--- src/rtl/cam_capture.sv ---
`default_nettype none
// ============================================================================
// Module      : cam_capture
// Description : Camera parallel-bus front end. Resynchronises pclk/href/vsync/
//               data into the clk domain, captures one frame per arm request
//               into a small FIFO and presents the bytes on a valid/ready
//               stream, with frame and line status.
// Revision    : 1.0 - initial release
// ============================================================================
module cam_capture #(
    parameter int ADDR_BITS = 4,
    parameter int LINE_BITS = 10,
    parameter int COL_BITS  = 11
) (
    input  logic                 clk,
    input  logic                 rst,
    input  logic [7:0]           cam_data,
    input  logic                 cam_pclk,
    input  logic                 cam_href,
    input  logic                 cam_vsync,
    input  logic                 capture_en,
    output logic [7:0]           pix_data,
    output logic                 pix_valid,
    input  logic                 pix_ready,
    output logic                 frame_active,
    output logic                 frame_done,
    output logic                 overflow,
    output logic [LINE_BITS-1:0] line_count,
    output logic [COL_BITS-1:0]  col_count
);

    localparam int c_DEPTH = 1 << ADDR_BITS;

    localparam logic [1:0] c_IDLE    = 2'd0;
    localparam logic [1:0] c_ARM     = 2'd1;
    localparam logic [1:0] c_SYNC    = 2'd2;
    localparam logic [1:0] c_CAPTURE = 2'd3;

    // Synchroniser stages
    logic       r_pclk_s1, r_pclk_s2, r_pclk_s3;
    logic       r_href_s1, r_href_s2, r_href_s3;
    logic       r_vs_s1, r_vs_s2, r_vs_s3;
    logic [7:0] r_data_s1, r_data_s2;

    // Control state
    logic [1:0]           r_state;
    logic                 r_frame_done;
    logic [LINE_BITS-1:0] r_line;
    logic [COL_BITS-1:0]  r_col;

    // FIFO
    logic [7:0]         r_mem [c_DEPTH];
    logic [ADDR_BITS:0] r_wr_ptr, r_rd_ptr;
    logic               r_overflow;

    logic                 w_pclk_rise, w_vs_rise, w_vs_fall, w_href_fall;
    logic                 w_arm, w_push_req, w_push_ok, w_pop;
    logic                 w_empty, w_full;
    logic [ADDR_BITS-1:0] w_wr_addr, w_rd_addr;

    assign w_pclk_rise = r_pclk_s2 & ~r_pclk_s3;
    assign w_vs_rise   = r_vs_s2 & ~r_vs_s3;
    assign w_vs_fall   = ~r_vs_s2 & r_vs_s3;
    assign w_href_fall = ~r_href_s2 & r_href_s3;

    assign w_wr_addr = r_wr_ptr[ADDR_BITS-1:0];
    assign w_rd_addr = r_rd_ptr[ADDR_BITS-1:0];
    assign w_empty   = (r_wr_ptr == r_rd_ptr);
    assign w_full    = (w_wr_addr == w_rd_addr) &&
                       (r_wr_ptr[ADDR_BITS] != r_rd_ptr[ADDR_BITS]);

    // An arm request is only honoured from IDLE; it also flushes the FIFO
    assign w_arm      = (r_state == c_IDLE) && capture_en;
    assign w_push_req = (r_state == c_CAPTURE) && w_pclk_rise && r_href_s2;
    assign w_pop      = ~w_empty && pix_ready;
    // A pop in the same cycle frees the slot the push needs
    assign w_push_ok  = w_push_req && (~w_full || w_pop);

    assign pix_data     = r_mem[w_rd_addr];
    assign pix_valid    = ~w_empty;
    assign frame_active = (r_state == c_CAPTURE);
    assign frame_done   = r_frame_done;
    assign overflow     = r_overflow;
    assign line_count   = r_line;
    assign col_count    = r_col;

    // Two-flop resync of all camera inputs plus a third stage for edge detect
    always_ff @(posedge clk) begin
        if (rst) begin
            r_pclk_s1 <= 1'b0; r_pclk_s2 <= 1'b0; r_pclk_s3 <= 1'b0;
            r_href_s1 <= 1'b0; r_href_s2 <= 1'b0; r_href_s3 <= 1'b0;
            r_vs_s1   <= 1'b0; r_vs_s2   <= 1'b0; r_vs_s3   <= 1'b0;
            r_data_s1 <= 8'h00;
            r_data_s2 <= 8'h00;
        end else begin
            r_pclk_s1 <= cam_pclk;  r_pclk_s2 <= r_pclk_s1; r_pclk_s3 <= r_pclk_s2;
            r_href_s1 <= cam_href;  r_href_s2 <= r_href_s1; r_href_s3 <= r_href_s2;
            r_vs_s1   <= cam_vsync; r_vs_s2   <= r_vs_s1;   r_vs_s3   <= r_vs_s2;
            r_data_s1 <= cam_data;
            r_data_s2 <= r_data_s1;
        end
    end

    // Frame state machine with line/column counters and end-of-frame pulse
    always_ff @(posedge clk) begin
        if (rst) begin
            r_state      <= c_IDLE;
            r_frame_done <= 1'b0;
            r_line       <= '0;
            r_col        <= '0;
        end else begin
            r_frame_done <= 1'b0;
            case (r_state)
                c_IDLE: begin
                    if (capture_en) begin
                        r_state <= c_ARM;
                        r_line  <= '0;
                        r_col   <= '0;
                    end
                end
                c_ARM: begin
                    // Edge-based: a vsync already high on entry is not a rise
                    if (w_vs_rise) r_state <= c_SYNC;
                end
                c_SYNC: begin
                    if (w_vs_fall) r_state <= c_CAPTURE;
                end
                c_CAPTURE: begin
                    // Column counts every byte offered, including dropped ones
                    if (w_push_req && (r_col != {COL_BITS{1'b1}})) begin
                        r_col <= r_col + 1'b1;
                    end
                    // Line close is evaluated even when the frame closes too
                    if (w_href_fall) begin
                        r_line <= r_line + 1'b1;
                        r_col  <= '0;
                    end
                    if (w_vs_rise) begin
                        r_frame_done <= 1'b1;
                        r_state      <= c_IDLE;
                    end
                end
                default: r_state <= c_IDLE;
            endcase
        end
    end

    // FIFO pointers and sticky overflow; an accepted arm clears both
    always_ff @(posedge clk) begin
        if (rst) begin
            r_wr_ptr   <= '0;
            r_rd_ptr   <= '0;
            r_overflow <= 1'b0;
        end else if (w_arm) begin
            r_wr_ptr   <= '0;
            r_rd_ptr   <= '0;
            r_overflow <= 1'b0;
        end else begin
            if (w_push_ok) r_wr_ptr <= r_wr_ptr + 1'b1;
            if (w_pop)     r_rd_ptr <= r_rd_ptr + 1'b1;
            if (w_push_req && !w_push_ok) r_overflow <= 1'b1;
        end
    end

    // FIFO storage; contents are meaningless until written, so no reset
    always_ff @(posedge clk) begin
        if (w_push_ok) r_mem[w_wr_addr] <= r_data_s2;
    end

endmodule
`default_nettype wire

--- config.mk ---
export PLATFORM = sky130hd
export DESIGN_NAME = cam_capture
export DESIGN_NICKNAME = d
export VERILOG_FILES = /design/src/rtl/cam_capture.sv
export SDC_FILE = /design/constraint.sdc
export NUM_CORES = 1
export LEC_CHECK = 0
export BUFFER_PORTS_ARGS = -buffer_cell sky130_fd_sc_hd__clkbuf_2
export CORE_MARGIN = 2
export CORE_UTILIZATION = 40
export DETAILED_ROUTE_END_ITERATION = 8
export GPL_ROUTABILITY_DRIVEN = 1
export GPL_TIMING_DRIVEN = 0
export HOLD_SLACK_MARGIN = 0.03
export PLACE_DENSITY = 0.54
export REMOVE_ABC_BUFFERS = 1
export SYNTH_ARGS = -nofsm -noshare
export SYNTH_HDL_FRONTEND = slang
export SYNTH_SLANG_ARGS = --single-unit
--- constraint.sdc ---
create_clock -name clk -period 2.44 [get_ports clk]
set_input_delay 0.244 -clock clk [delete_from_list [all_inputs] [get_ports clk]]
set_output_delay 0.244 -clock clk [all_outputs]
set_load 0.05 [all_outputs]
======== Yosys cells after proc, flatten, opt, wreduce, memory -nomap -nowiden ========
Memories as Yosys holds them, arrays and structs flattened. A register that Yosys moved wholly into a read port is not among the register bits.
Index checks and enable logic that the tools add are counted.
W data, S select, Z words.
word-level totals
  flip-flop bits (word level) ............. 60
  bits in writable memories ............... 128
  output and inout port bits .............. 33
  logic and storage cells ................. 81
  memories ................................ 1
cells by class
  $add $sub $neg .......................... 4
  equal/unequal tests ..................... 13
  multiplexer cells ....................... 17
  bitwise operators ....................... 11
  reductions and logical operators ........ 17
memories
  name   depth  bits a word  rd ports  clocked after Yosys merged registers in  write ports  line  source
  r_mem  16     8            1         1                                        1            52    logic [7:0] r_mem [c_DEPTH];
operators with widths
  cell                     number
  $mux W11                 3
  $pmux W11 S2             1
  $mux W10                 2
  $pmux W10 S2             1
  $add A11 B1 Y11 const B  1
  $ne A11 B11 Y1 const B   1
  $add A10 B1 Y10 const B  1
  $add A5 B1 Y5 const B    2
  $logic_and A1 B1 Y1      8
  $mux W2                  4
  $mux W4                  2
  $pmux W2 S4              1
  $not A1 Y1               7
  $ne A2 B2 Y1 const B     3
  $reduce_and A3 Y1        2
  $eq A5 B5 Y1             1
  $and A1 B1 Y1            4
  $eq A2 B2 Y1 const B     2
  $eq A4 B4 Y1             1
  $ne A2 B1 Y1 const B     2
  $reduce_and A4 Y1        1
  $reduce_or A2 Y1         2
  $mux W1                  3
  $ne A3 B1 Y1 const B     1
  other kinds (6)          6

======== Longest topological paths before layout ========
Gate-level depths: netlist (run 1).
  depth after elaboration ................. 8
  depth in mapped cells ................... 7

======== Least setup slack after synthesis (run 1) ========
OpenSTA, ideal clock, no wires.
  path kind ............................... reg2reg
  start point ............................. reg r_state[0]
  end point ............................... mem r_mem[10][0], enable pin
  setup time .............................. 332 ps
  arrival ................................. 2124 ps
  data required time ...................... 2108 ps
  slack ................................... -16 ps
  cell stages (with the launch flop) ...... 7
  period minus slack after synthesis ...... 2456 ps
  cells stage by stage .................... dfxtp_1 ha_1 buf_4 nand4b_1 a21oi_1 buf_2 and3_1
between the ends
  longest elaborated chain between the ends .. 6
RTL lines
  what                              line  source
  start: declaration                46    logic [1:0] r_state;
  start signal: assignment          107   r_state <= c_IDLE;
  start signal: assignment          116   r_state <= c_ARM;
  start signal: assignment          123   if (w_vs_rise) r_state <= c_SYNC;
  $eq A2 B2 Y1                      --
  net frame_active                  25    output logic frame_active,
  $logic_and A1 B1 Y1 (2 in a row)  74    assign w_push_req = (r_state == c_CAPTURE) && w_pclk_rise && r_href_s2;
  $logic_and A1 B1 Y1               77    assign w_push_ok = w_push_req && (~w_full || w_pop);
  $mux W1                           167   if (w_push_ok) r_mem[w_wr_addr] <= r_data_s2;
  $mux W1 (implied by the code)     167
  end: declaration                  52
The timed path passes the listed nets, and every way through them passes these cells.

==> results of run 1 <==
[final timing paths]
| kind | startpoint | to | depth (start not counted) |
|---|---|---|---|
| hold reg to reg | r_data_s1[5] | r_data_s2[5] | 1 |
| setup / recovery | register | pix_data[3] | 4 |
| setup reg to reg | r_state[0] | r_mem[12][7] | 5 |
| hold / removal | cam_data[0] | r_data_s1[0] | 2 |
[Yosys cell counts (2+ instances only)]
cell type / count
a2111oi_0: 2
a21oi_1: 17
a31oi_1: 5
and3_1: 18
and4_1: 3
buf_1: 4
buf_2: 5
buf_8: 2
clkbuf_1: 9
dfxtp_1: 64
edfxtp_1: 128
ha_1: 11
inv_1: 13
mux2i_1: 11
mux4_1: 24
mux4_2: 16
nand2_1: 29
nand2b_1: 11
nand3_1: 13
nand4_1: 10
nor2_1: 14
nor2b_1: 30
nor3_1: 4
nor4_1: 3
o211ai_1: 3
o21ai_0: 3
o221ai_1: 3
o31ai_1: 6
or3_1: 4
or4_1: 10
xor2_1: 4
[critical path, delay by kind of cell, from the launching register on]
kind / cells / cell delay (ns)
multiplexers: 2 / 1.14
buffers and inverters: 2 / 0.35
flip-flops: 1 / 0.38
[per-stage QoR]
stage | cell area, µm² | utilization [%] | hold slack (ns)
global placement | 8280 | 42.7 | 0.423
CTS | 9180 | 47.3 | 0.0322
detailed placement | 8310 | 42.9 | 0.421
global route | 9250 | 47.7 | 0.0551
floorplan | 7710 | - | 0.311
finish | 9250 | 47.7 | 0.0660
[cell families after synthesis]
| family | Yosys count | share of synthesized area, % |
|---|---|---|
| xor+xnor | 6 | 0.764 |
| flops | 192 | 65.2 |
| simple gates | 154 | 11.0 |
| buf+inv | 37 | 2.48 |
| fa+ha+maj | 11 | 1.75 |
| compound gates | 52 | 4.65 |
| mux | 52 | 14.2 |
[sequential cells by signal (all words and copies together), names as in the netlist, named ones only]
register and cells:
r_pclk_s3 1, r_vs_s2 1, r_state 2, line_count 10, frame_done 1, r_pclk_s1 1
r_href_s3 1, r_vs_s1 1, overflow 1, r_rd_ptr 5, col_count 11, r_data_s1 8
r_wr_ptr 5, r_data_s2 8, r_vs_s3 1, r_mem 128, r_href_s1 1, r_href_s2 1
r_pclk_s2 1
[area by class of cell]
type | instances | share of cell area (%)
Inverter | 14 | 0.568
Clock buffer | 18 | 4.64
Sequential cell | 192 | 55.5
Multi-Input combinational cell | 275 | 27.7
Clock inverter | 14 | 1.85
Timing Repair Buffer | 67 | 6.12
Tap cell | 265 | 3.59
[routing by layer]
metal	share of wire (%)	GRT usage (%)	vias to the layer above	routed length, µm
met5	0	0	-	0
met4	1.0	4.65	0	157
met3	3.5	3.71	12	535
met2	49	25.6	83	7490
met1	46	20.8	2189	7070
li1	-	-	2110	-
[report_power, final]
group          switching, W  internal [W]  total (W)
Sequential        0.0000408       0.00348    0.00352
Combinational      0.000308      0.000133   0.000442
Clock               0.00126       0.00155    0.00281
Total               0.00161       0.00517    0.00677
[what timing repair did]
action | CTS | global route
pin swaps | 0 | 1
endpoints found under the setup margin | 138 | 119
cloned | 1 | 1
buffers inserted | 4 | 4
hold buffers | 8 | 1
endpoints found under the hold margin | 8 | 1
gates resized for setup | 32 | 16
==> reports/qor.txt, run 1 <==
hold crit path type -> primary input to register
post-synth top area share -> 48.9%
Die Wd -> 144 µm
Pre-antenna DRT Iters -> 6
die area -> 20,800 µm²
post-route ant nets -> 0
crit-path cells -> buf_12, mux4_1, mux4_2, buf_8
number of synthesized flops with an enable pin -> 128
CP max FO -> 13
H-tree depth -> 4
Synth async-reset ratio -> 0%
Peak Freq -> 393 MHz
Max Cap Viol -> 0
initial DRC count -> 250
vias in the first global route -> 4,387
GR Overflow Total -> 0
P&R area growth vs syn -> 17.7%
Routed WL -> 15.2 mm
Yosys cell types -> 56
average cell area after synthesis -> 15.6 µm²
routed length per instance -> 18.0 µm
register area -> 5130 µm²
critical path class -> register to output pin
actual slew at the worst max-slew pin -> 0.904 ns
final setup violating endpoints -> 8
fillcell total -> 1,731
row cnt -> 51
Final Critical Period -> 2.54 ns
DP Cell Count -> 794
violated checks -> negative setup slack
footprint of the multi-input gates -> 2560 µm²
Clock Path Buffers -> 2
main flop type after synthesis -> edfxtp_1
setup slack after layout -> -0.105 ns
clock root cell -> clkbuf_16
setup tns final -> -0.588 ns
Initial Utilization -> 40.5%
Gate Count Post-Synth -> 504
top-level port count -> 48
largest cells by area after synthesis -> edfxtp_1 49%, dfxtp_1 16%, mux4_1 8.0%
ANT cells -> 0
WP data arrival -> 2.30 ns
nets -> 593
clk_skew -> 0.0163 ns
Slew Limit Fails -> 0
vias per cell -> 5.20
DR DRC count -> 0
Worst-path clk slew -> 0.07 ns
vias -> 4,394
TritonCTS Buffers -> 17
Yosys reg bits -> 192
CP Data Required Time -> 2.20 ns
commonest non-fill, non-tap cell in the layout -> edfxtp_1
crit path max-delay cell type -> mux4_1
fraction of the yosys area taken by sequential cells -> 65.2%
dpl hpwl -> 9.95 mm
wire length of the first global-routing pass -> 24.3 mm
RSZ-0062 raised after global routing -> true
largest net degree at the start of global routing -> 43
period utilization -> 104%
Non-Filler Instances -> 845
total power -> 0.00677 W
endpoint class of the critical path -> output pin
Post-Syn Area -> 7860 µm²
die height -> 144 µm
final hold violation count -> 0
post-synth top area cell -> edfxtp_1
status -> finished, violations left
Rel. slew slack -> 39.8%
clock net sink count -> 192
r2r setup slk -> 0.19 ns
Yosys warnings -> 0
setup slack at placement -> -0.623 ns
Cell Pwr Density -> 733 nW/µm²
commonest non-fill, non-tap cells in the layout -> 128 x edfxtp_1, 62 x dfxtp_1, 39 x clkbuf_2
crit start category -> register
Port Buf Inserts -> 47
Clk Latency, worst-skew pair -> 0.43 ns
CTS tree -> built
initial antenna violation count -> 0
All-Layer GR Usage -> 15.6%
core area -> 19,400 µm²
layout cell share with drive strength beyond 1 -> 23.1%
CP max stage delay -> 0.61 ns
Pleak -> 3.06 nW
gp weighted congestion -> 0.770
peak supply drop -> 497 µV
Note: power is estimated with default switching activity, not from simulation.
==> inputs of run 2 (changes only) <==
--- a/config.mk
+++ b/config.mk
@@ -6,7 +6,7 @@
 export NUM_CORES = 1
 export LEC_CHECK = 0
 export BUFFER_PORTS_ARGS = -buffer_cell sky130_fd_sc_hd__clkbuf_2
-export CORE_MARGIN = 2
+export CORE_MARGIN = 3
 export CORE_UTILIZATION = 40
 export DETAILED_ROUTE_END_ITERATION = 8
 export GPL_ROUTABILITY_DRIVEN = 1
==> constraint.sdc (replaced) <==
create_clock -name clk -period 2.4 [get_ports clk]
set_input_delay 0.24 -clock clk [delete_from_list [all_inputs] [get_ports clk]]
set_output_delay 0.24 -clock clk [all_outputs]
set_load 0.05 [all_outputs]
==> run 2 against run 1 <==
Effect of this change: the flow still finishes with violations (negative setup slack); global-route usage decreased by 0.71 points; wire length is 2.0% higher; combinational power increased by 4%; utilization grew 0.72 points.
==> reports/qor.txt, run 2 (same netlist as run 1, synthesis figures left out) <==
status -> finished, violations left
violated checks -> negative setup slack
peak supply drop -> 537 µV
Largest register FFs -> 128
CTS tree -> built
clk_skew -> 0.0108 ns
layout cell share with drive strength beyond 1 -> 25.2%
TritonCTS Buffers -> 17
Pleak -> 3.04 nW
commonest non-fill, non-tap cell in the layout -> edfxtp_1
row cnt -> 50
Final Critical Period -> 2.49 ns
final setup violating endpoints -> 8
cell repeated most along the worst path -> mux4_2
CP max FO -> 12
CP Data Required Time -> 2.16 ns
Hold Crit Start -> cam_pclk
hold crit path type -> primary input to register
DR DRC count -> 0
ANT cells -> 0
total power -> 0.00695 W
clock net sink count -> 192
vias per cell -> 5.28
gp weighted congestion -> 0.728
fillcell total -> 1,675
GR Overflow Total -> 0
crit-path cells -> buf_12, mux4_2, mux4_2, buf_6
initial antenna violation count -> 0
vias -> 4,439
Routed WL -> 15.6 mm
die area -> 21,400 µm²
vias in the first global route -> 4,397
WP data arrival -> 2.25 ns
Die Wd -> 146 µm
wire length of the first global-routing pass -> 24.9 mm
routed length per instance -> 18.5 µm
setup tns final -> -0.595 ns
top-level port count -> 48
Clock Path Buffers -> 2
footprint of the multi-input gates -> 2550 µm²
critical path class -> register to output pin
GRT Max-Usage Layer -> met2
All-Layer GR Usage -> 14.9%
crit start category -> register
actual slew at the worst max-slew pin -> 0.882 ns
register area -> 5130 µm²
setup slack after layout -> -0.0907 ns
P&R area growth vs syn -> 17.1%
core area -> 19,000 µm²
final hold violation count -> 0
endpoint class of the critical path -> output pin
met3 usage in global routing -> 3.35%
met1 Track Usage GR -> 20.1%
worst r2r src -> r_state[1]
clock root cell -> clkbuf_16
CP max stage delay -> 0.55 ns
period utilization -> 104%
Slew Limit Fails -> 0
nets -> 593
initial DRC count -> 353
Cell Pwr Density -> 755 nW/µm²
Initial Utilization -> 41.3%
Rel. slew slack -> 41.2%
Worst-path clk slew -> 0.07 ns
post-route ant nets -> 0
dpl hpwl -> 9.93 mm
Port Buf Inserts -> 47
Clk Latency, worst-skew pair -> 0.43 ns
RSZ-0062 raised after global routing -> true
crit path max-delay cell type -> mux4_2
Pre-antenna DRT Iters -> 5
met2 Use GR -> 23.8%
H-tree depth -> 4
Peak Freq -> 401 MHz
largest net degree at the start of global routing -> 43
Biggest register -> r_mem
commonest non-fill, non-tap cells in the layout -> 128 x edfxtp_1, 62 x dfxtp_1, 39 x clkbuf_2
die height -> 146 µm
Max Cap Viol -> 0
[run 2: changes by cell type in the layout (fill, tap and decap cells not counted), sizes merged]
cell         delta
clkbuf          +2
inv             +3
buf             -1
bufinv          -1
clkinvlp        -1
clkinv          -3
dlygate4sd3     +1
[run 2: layout make-up]
type                            count  share of cell area [%]
Inverter                           14                   0.571
Clock buffer                       20                    5.44
Sequential cell                   192                    55.8
Clock inverter                     12                    1.25
Multi-Input combinational cell    275                    27.7
Tap cell                          260                    3.54
Timing Repair Buffer               67                    5.70
[run 2: worst paths after layout]
kind / end / slack [ns] / depth (start not counted)
worst max register to register: r_mem[15][6] / 0.15 / 4
worst min register to register: r_data_s2[1] / 0.44 / 1
worst min-delay path: r_pclk_s1 / 0.05 / 2
worst max-delay path: pix_data[3] / -0.09 / 4
[run 2: what timing repair did]
item                                    in CTS  in global routing
endpoints found under the setup margin     138                120
cloned                                       0                  1
hold endpoints to repair                    10                  0
hold buffers                                10                  0
pin swaps                                    0                  2
resized for setup                           30                 30
buffers inserted                             4                  4
[run 2: power breakdown]
part	internal [W]	switching, W	total (W)	leakage (nW)
registers	0.00354	0.0000445	0.00359	1.63
logic	0.000137	0.000323	0.000460	1.10
clock network	0.00164	0.00126	0.00290	0.316
total	0.00532	0.00163	0.00695	3.04
[run 2: layer usage]
metal | vias to the layer above | share of wire, %
met5 | - | 0
met4 | 0 | 1.5
met3 | 19 | 4.2
met2 | 102 | 49
met1 | 2230 | 46
li1 | 2088 | -
[run 2: worst max-delay path, delay by kind of cell (launching register included)]
| kind | cells | cell delay [ns] |
|---|---|---|
| DFF | 1 | 0.42 |
| buffers and inverters | 2 | 0.35 |
| muxes | 2 | 1.04 |
[run 2: metrics by stage]
stage	utilization, %	area [µm²]	worst slack, ns	cells	hold slack [ns]
3_3_place_gp	43.5	8270	-1.10	788	0.426
2_1_floorplan	-	7710	-0.319	481	0.307
3_5_place_dp	43.7	8310	-0.653	789	0.428
4_1_cts	48.0	9140	-0.189	835	0.0356
5_1_grt	48.4	9200	-0.156	840	0.0445
6_report	48.4	9200	-0.0907	840	0.0500
